$ cat src/rtl/hex_display_arbiter.sv
// ---------------------------------------------------------------------------
// hex_display_arbiter: round-robin sharing of the HEX0 display, slot + blank gap
// Rev 1.0
// ---------------------------------------------------------------------------
`default_nettype none

module hex_display_arbiter #(
  parameter int NUM_REQ     = 4,
  parameter int HOLD_CYCLES = 50000000,
  parameter int GAP_CYCLES  = 1
) (
  input  logic                   CLOCK_50,
  input  logic                   RESET_N,
  input  logic [NUM_REQ-1:0]     REQ,
  input  logic [4*NUM_REQ-1:0]   DIGIT,
  output logic [NUM_REQ-1:0]     GRANT,
  output logic [NUM_REQ-1:0]     DONE,
  output logic                   BUSY,
  output logic [6:0]             HEX0
);

  localparam int c_MAX_CYC = (HOLD_CYCLES > GAP_CYCLES) ? HOLD_CYCLES : GAP_CYCLES;
  localparam int c_CNT_W   = $clog2(c_MAX_CYC) + 1;
  localparam int c_PTR_W   = $clog2(NUM_REQ);

  localparam logic [c_CNT_W-1:0] c_HOLD_LAST = c_CNT_W'(HOLD_CYCLES - 1);
  localparam logic [c_CNT_W-1:0] c_GAP_LAST  = c_CNT_W'((GAP_CYCLES > 0) ? GAP_CYCLES - 1 : 0);
  localparam logic [c_PTR_W-1:0] c_LAST_IDX  = c_PTR_W'(NUM_REQ - 1);
  localparam logic [NUM_REQ-1:0] c_ONE       = {{(NUM_REQ-1){1'b0}}, 1'b1};
  localparam logic [6:0]         c_BLANK     = 7'b1111111;

  localparam logic [1:0] S_IDLE = 2'd0;
  localparam logic [1:0] S_SHOW = 2'd1;
  localparam logic [1:0] S_GAP  = 2'd2;

  logic [1:0]         state_q, state_d;
  logic [c_PTR_W-1:0] ptr_q,   ptr_d;
  logic [c_PTR_W-1:0] idx_q,   idx_d;
  logic [c_CNT_W-1:0] cnt_q,   cnt_d;
  logic [NUM_REQ-1:0] grant_q, grant_d;
  logic [NUM_REQ-1:0] done_q,  done_d;
  logic [6:0]         hex_q,   hex_d;

  logic               w_found;
  logic [c_PTR_W-1:0] w_winner;
  logic [3:0]         w_win_digit;
  logic [3:0]         w_own_digit;
  logic               w_own_req;

  function automatic logic [6:0] seg(input logic [3:0] v);
    case (v)
      4'h0: seg = 7'b1000000;
      4'h1: seg = 7'b1111001;
      4'h2: seg = 7'b0100100;
      4'h3: seg = 7'b0110000;
      4'h4: seg = 7'b0011001;
      4'h5: seg = 7'b0010010;
      4'h6: seg = 7'b0000010;
      4'h7: seg = 7'b1111000;
      4'h8: seg = 7'b0000000;
      4'h9: seg = 7'b0010000;
      4'hA: seg = 7'b0001000;
      4'hB: seg = 7'b0000011;
      4'hC: seg = 7'b1000110;
      4'hD: seg = 7'b0100001;
      4'hE: seg = 7'b0000110;
      default: seg = 7'b0001110;
    endcase
  endfunction

  // Scan from the farthest offset down so the offset nearest ptr wins.
  always_comb begin
    int j;
    j        = 0;
    w_found  = 1'b0;
    w_winner = '0;
    for (int k = NUM_REQ - 1; k >= 0; k--) begin
      j = int'(ptr_q) + k;
      if (j >= NUM_REQ) j = j - NUM_REQ;
      if (REQ[j[c_PTR_W-1:0]]) begin
        w_found  = 1'b1;
        w_winner = j[c_PTR_W-1:0];
      end
    end
  end

  always_comb begin
    w_win_digit = '0;
    w_own_digit = '0;
    for (int i = 0; i < NUM_REQ; i++) begin
      if (w_winner == i[c_PTR_W-1:0]) w_win_digit = DIGIT[4*i +: 4];
      if (idx_q == i[c_PTR_W-1:0])    w_own_digit = DIGIT[4*i +: 4];
    end
  end

  assign w_own_req = REQ[idx_q];

  always_comb begin
    state_d = state_q;
    ptr_d   = ptr_q;
    idx_d   = idx_q;
    cnt_d   = cnt_q;
    grant_d = grant_q;
    done_d  = '0;
    hex_d   = hex_q;
    case (state_q)
      S_IDLE: begin
        grant_d = '0;
        hex_d   = c_BLANK;
        cnt_d   = '0;
        if (w_found) begin
          grant_d = c_ONE << w_winner;
          idx_d   = w_winner;
          hex_d   = seg(w_win_digit);
          state_d = S_SHOW;
        end
      end
      S_SHOW: begin
        hex_d = seg(w_own_digit);
        cnt_d = cnt_q + 1'b1;
        if (!w_own_req || cnt_q == c_HOLD_LAST) begin
          grant_d = '0;
          hex_d   = c_BLANK;
          cnt_d   = '0;
          ptr_d   = (idx_q == c_LAST_IDX) ? '0 : idx_q + 1'b1;
          // Reaching here with the request still high means a clean expiry.
          if (w_own_req) done_d = c_ONE << idx_q;
          state_d = (GAP_CYCLES == 0) ? S_IDLE : S_GAP;
        end
      end
      S_GAP: begin
        grant_d = '0;
        hex_d   = c_BLANK;
        cnt_d   = cnt_q + 1'b1;
        if (cnt_q == c_GAP_LAST) begin
          cnt_d   = '0;
          state_d = S_IDLE;
        end
      end
      default: begin
        grant_d = '0;
        hex_d   = c_BLANK;
        cnt_d   = '0;
        state_d = S_IDLE;
      end
    endcase
  end

  always_ff @(posedge CLOCK_50) begin
    if (!RESET_N) begin
      state_q <= S_IDLE;
      ptr_q   <= '0;
      idx_q   <= '0;
      cnt_q   <= '0;
      grant_q <= '0;
      done_q  <= '0;
      hex_q   <= c_BLANK;
    end else begin
      state_q <= state_d;
      ptr_q   <= ptr_d;
      idx_q   <= idx_d;
      cnt_q   <= cnt_d;
      grant_q <= grant_d;
      done_q  <= done_d;
      hex_q   <= hex_d;
    end
  end

  assign GRANT = grant_q;
  assign DONE  = done_q;
  assign HEX0  = hex_q;
  assign BUSY  = (state_q != S_IDLE);

endmodule

`default_nettype wire

$ cat config.mk
export PLATFORM = sky130hd
export DESIGN_NAME = hex_display_arbiter
export DESIGN_NICKNAME = d
export VERILOG_FILES = /design/src/rtl/hex_display_arbiter.sv
export SDC_FILE = /design/constraint.sdc
export NUM_CORES = 1
export LEC_CHECK = 0
export CAP_MARGIN = 0
export CELL_PAD_IN_SITES_DETAIL_PLACEMENT = 0
export CELL_PAD_IN_SITES_GLOBAL_PLACEMENT = 1
export CORE_MARGIN = 2
export CORE_UTILIZATION = 42
export CTS_CLUSTER_SIZE = 30
export DETAILED_ROUTE_END_ITERATION = 8
export GPL_TIMING_DRIVEN = 0
export PLACE_DENSITY = 0.86
export SLEW_MARGIN = 30
export SYNTH_ARGS = -nofsm -noshare
export SYNTH_HDL_FRONTEND = slang
export SYNTH_SLANG_ARGS = --single-unit
export TNS_END_PERCENT = 10
$ cat constraint.sdc
create_clock -name CLOCK_50 -period 3.25 [get_ports CLOCK_50]
set_clock_uncertainty 0.2 [all_clocks]
set_input_delay 0.325 -clock CLOCK_50 [delete_from_list [all_inputs] [get_ports CLOCK_50]]
set_output_delay 0.325 -clock CLOCK_50 [all_outputs]
set_load 0.01 [all_outputs]
==> impl_metrics.json <==
{
  "synth_cell_types": 65,
  "relSlewSlack_pct": 48.5,
  "clkLatencyLatePin_ns": 0.29,
  "drive_gt1_share_pct": 9.64,
  "die_area_um2": 8260,
  "synth_top_area_share_pct": 30.3,
  "dr.pass1.iters": 6,
  "wire_per_inst_um": 13.9,
  "yosys_warnings": 0,
  "synthArstFlopShare_pct": 0,
  "clock-sinks": 48,
  "cts_max_level": 2,
  "postRouteAntennaNets": 0,
  "rsz0062_at_grt": "no",
  "start_kind": "input pin",
  "clockRootBuffer": "clkbuf_8",
  "worstHoldStart": "GRANT[1]",
  "ios": 38,
  "syn-num-nets": 414,
  "die_y_um": 90.9,
  "grt_util_all_layers_pct": 18.0,
  "hp-class": "reg -> reg",
  "grt_pass1_vias": 2711,
  "area_delta_synth_final_pct": 20.4,
  "hpwl_um": 5520,
  "power.density_nw_per_um2": 497,
  "synth_most_common_cell": "dfxtp_1",
  "status": "completed",
  "grt_max_degree": 15,
  "via_per_inst": 5.39,
  "yosysSeqAreaShare_pct": 30.3,
  "fmax_ghz": 0.322,
  "critical_path_arrival_ns": 3.14,
  "fillers": 701,
  "reg2reg_to": "HEX0[3]",
  "gp_congestion": 0.917,
  "reg2reg_slack_ns": 0.23,
  "syn-cell-area_um2": 3170,
  "final_cells": 514,
  "start_util_pct": 43.5,
  "hold_end": "GRANT[1]",
  "num_rows": 31,
  "vias": 2768,
  "finalWirelength_um": 7150,
  "clkTransAtPathRegs_ns": 0.09,
  "cts.path.max_buffers": 2,
  "period_share_pct": 95.6,
  "multi_input_area_um2": 2060,
  "avgSynthCellArea_um2": 8.55,
  "vdd_drop_max_v": 0.000200,
  "drt_iter0_drc": 143,
  "synth_ff_type": "dfxtp_1",
  "syn_inst": 371,
  "fin_total_pwr_w": 0.00190,
  "slew_viol_final": 0,
  "use_met1_pct": 22.9,
  "post-place-ws_ns": -0.289,
  "die_width_um": 90.9,
  "synth.ff_latch_count": 48,
  "cts_inserted_buffers": 5,
  "grt_use_met2_pct": 31.2,
  "maxCapViolCount": 0,
  "final-hold-violation-count": 0,
  "nNetsFinal": 458,
  "setup_slack_ns": 0.143,
  "synth-edff-count": 0,
  "synth_commonest_cells": "48 x dfxtp_1, 35 x nor2_1, 32 x nand2_1",
  "worst-r2r-cell-count": 9,
  "dp.cells": 507,
  "cp-end-kind": "flop",
  "yosysTopAreaCell": "dfxtp_1",
  "cts_tree": "built",
  "drc": 0,
  "cp_max_fo": 10,
  "regArea_um2": 962,
  "tightestPinTransition_ns": 0.765,
  "portBuffers": 37,
  "post_cts_buffers": 0,
  "grt_pass1_wl_um": 12500,
  "worstReg2RegStart": "ptr_q[1]",
  "hold_depth": 2,
  "num_antenna_cells": 0,
  "setup_violations": 0,
  "grt_use_met3_pct": 3.76,
  "synth_area_leaders": "dfxtp_1 30%, ha_1 8.3%, mux2i_1 5.7%",
  "coreArea_um2": 7290,
  "power.leakage_nw": 1.42,
  "grt_remaining_overflow": 0,
  "antenna_found_initial": 0,
  "timing_worst_setup_path_type": "in -> reg",
  "grt.busiest_layer": "met2",
  "critPathRequiredTime_ns": 3.29,
  "fin_crit_ns": 3.11
}
what timing repair did:
action,in CTS,in global routing
gates resized for setup,0,10
hold buffers,0,0
setup endpoints to repair,0,4
placed cells by master (no fill, tap or decap), types with 9 or more instances in the layout:
cell type         n
nand2_1          32
xor2_1           11
clkdlybuf4s50_1  35
ha_1             20
a21oi_1          14
inv_1            22
nand3_1          22
nor2_1           34
mux2i_1          18
o21ai_0          14
dfxtp_1          47
or3_1             9
state kept, by name, indices dropped and copies added (netlist names):
signal   cells
HEX0         7
DONE         4
idx_q        2
cnt_q       27
state_q      2
ptr_q        2
GRANT        4
report_power, final:
part	switching (W)	internal [W]	total (W)
combinational	0.000404	0.000340	0.000744
clock	0.000193	0.000303	0.000496
sequential	0.0000222	0.000634	0.000656
worst max path at each step:
stage / from / to / depth (start not counted)
2_1_floorplan: ptr_q[1] / HEX0[3] / 10
3_3_place_gp: REQ[2] / HEX0[3] / 11
3_5_place_dp: REQ[2] / HEX0[3] / 11
4_1_cts: REQ[2] / HEX0[3] / 11
5_1_grt: REQ[0] / HEX0[3] / 12
6_report: REQ[0] / HEX0[3] / 10
through the flow:
stage | util (%) | setup TNS [ns] | hold slack [ns] | area, um^2
finish | 52.3 | 0 | 0.279 | 3820
global route | 52.3 | 0 | 0.322 | 3820
CTS | 52.0 | 0 | 0.288 | 3790
detailed placement | 50.3 | -0.418 | 0.275 | 3660
global placement | 50.3 | -0.342 | 0.261 | 3660
floorplan | - | 0 | 0.241 | 3170
cell type report:
class | count | area share (%)
Clock inverter | 2 | 1.57
Inverter | 24 | 2.36
Tap cell | 99 | 3.25
Clock buffer | 5 | 1.80
Sequential cell | 48 | 25.2
Buffer | 12 | 1.97
Timing Repair Buffer | 37 | 9.84
Multi-Input combinational cell | 287 | 54.0
cells by family (layout without fill, tap and decap cells):
group | Yosys count | count (layout) | synth area share, %
AOI/OAI and AO/OA | 71 | 71 | 17.0
xor gates and xnor gates | 19 | 19 | 5.25
adders and majority gates | 21 | 21 | 8.29
buffers and inverters | 36 | 80 | 5.05
DFF | 48 | 48 | 30.3
muxes | 25 | 25 | 8.88
and+or+nand+nor | 151 | 151 | 25.2
layer usage:
metal	vias up	routed length, um
met1	1277	3370
met5	-	0
li1	1413	-
met2	70	3420
met4	0	51
met3	8	308
critical path: stages:
cell and delay, ns:
clkdlybuf4s50_1 0.47, mux2_4 0.31, a221oi_4 0.36, buf_6 0.20, mux2_2 0.42, inv_1 0.11, ha_2 0.21, or3b_2 0.44
a21oi_1 0.15, a311o_1 0.14
(Power assumes the default switching activity.)
==> edit (same settings) <==
The parameter `NUM_REQ` goes from 4 to 8.
--- a/src/rtl/hex_display_arbiter.sv
+++ b/src/rtl/hex_display_arbiter.sv
@@ -7,3 +7,3 @@
 module hex_display_arbiter #(
-  parameter int NUM_REQ     = 4,
+  parameter int NUM_REQ     = 8,
   parameter int HOLD_CYCLES = 50000000,
Ports: changed (resized DIGIT, DONE, GRANT and REQ); port bits go from 38 to 66. No check against the original RTL was run, so the function may have changed too.
==> edit against the unedited design <==
The flow now finishes with violations (setup timing). Sequential share of layout area shrank 6.9 points. Wire length grew 90%. Total power grew to 3.8 times the old value. Die area grew 40%. Synthesized area grew 42%. Sequential cell count grew 10. Critical path type is now reg -> reg. Worst setup slack lost 1.2 ns. Design area grew 67%. Count of clock-buffer cells in the layout grew 7.
==> edit: results (changes against the unedited design) <==
result of the run: complete, but fails checks
violations in the final reports: setup timing
power share of the sequential group: 12.0% (-23 points)
combined area of the multi-input logic cells: 3410 sq um (+66%)
post-DP HPWL: 9600 microns (+74%)
IO buf count: 64 (+73%)
critical-path cell with the highest stage delay: mux4_2
adder-cell area share of the yosys netlist: 6.94% (-1.3 points)
first-pass GRT wire length: 21700 microns (+74%)
final setup margin: -1.05 ns (-1.19 ns)
vias in the first global route: 4269 (+57%)
worst slew slack as a fraction of its limit: 54.0% (+5.4 points)
GRT met1 Usage: 32.2% (+9.2 points)
Placed Instance Area: 5410 sq um (+48%)
complex-gate fraction of the synthesized area: 18.6% (+1.6 points)
latest clock arrival within the worst-skew pair: 0.34 ns (+0.05 ns)
routed length per placed instance: 17.1 microns (+23%)
final setup vio count: 12 (+12)
number of fill cells in the layout: 894 (+28%)
share of cell area taken by muxes after synthesis: 14.8% (+5.9 points)
leading post-synthesis cells by cell area: dfxtp_1 26%, ha_1 6.9%, mux4_2 6.0%
share of post-route cells with drive strength above 1: 23.8% (+14 points)
Post-Route Setup TNS: -6.83 ns (-6.83 ns)
H-tree depth: 3 (+1)
distinct cell type count of the synthesized netlist: 70 (+7.7%)
-- edit: timing repair --
item,in CTS,in global routing
gates resized for setup,59,24
endpoints found under the setup margin,19,19
setup buffers,36,13
pin swaps,31,21
-- edit: per-stage QoR --
| stage | setup WS, ns | cells | hold slack, ns | power, mW |
|---|---|---|---|---|
| after floorplan | -0.994 | 533 | 0.230 | 3.97 |
| after CTS | -0.977 | 783 | 0.193 | 6.71 |
| after global placement | -1.58 | 733 | 0.249 | 4.87 |
| final | -1.05 | 796 | 0.194 | 7.29 |
| after global routing | -1.20 | 796 | 0.223 | 7.76 |
| after detailed placement | -1.70 | 733 | 0.252 | 4.95 |
-- edit: final timing paths --
kind                         start                    end  slack (ns)
max          ptr_q[0]$_SDFFE_PN0P_     HEX0[0]$_SDFF_PN1_       -1.05
min                        RESET_N  ptr_q[0]$_SDFFE_PN0P_        0.19
min reg2reg    cnt_q[0]$_SDFF_PN0_    cnt_q[0]$_SDFF_PN0_        0.26
max reg2reg  ptr_q[0]$_SDFFE_PN0P_     HEX0[0]$_SDFF_PN1_       -1.05
-- edit: worst reg2reg max path, delay by kind of cell, from the launching register on --
kind | cells | cell delay [ns]
buffers and inverters | 5 | 0.59
flip-flops | 1 | 0.35
AND/OR/NAND/NOR | 4 | 0.66
AO/OA/AOI/OAI | 4 | 0.90
adder cells (fa/ha/maj) | 2 | 0.42
multiplexers | 4 | 1.09
-- edit: area by class of cell --
| type | count | area share, % |
|---|---|---|
| Timing Repair Buffer | 113 | 16.9 |
| Tap cell | 136 | 2.68 |
| Sequential cell | 58 | 18.3 |
| Inverter | 27 | 1.71 |
| Buffer | 26 | 3.21 |
| Clock inverter | 4 | 1.16 |
| Clock buffer | 12 | 2.44 |
| Multi-Input combinational cell | 420 | 53.6 |
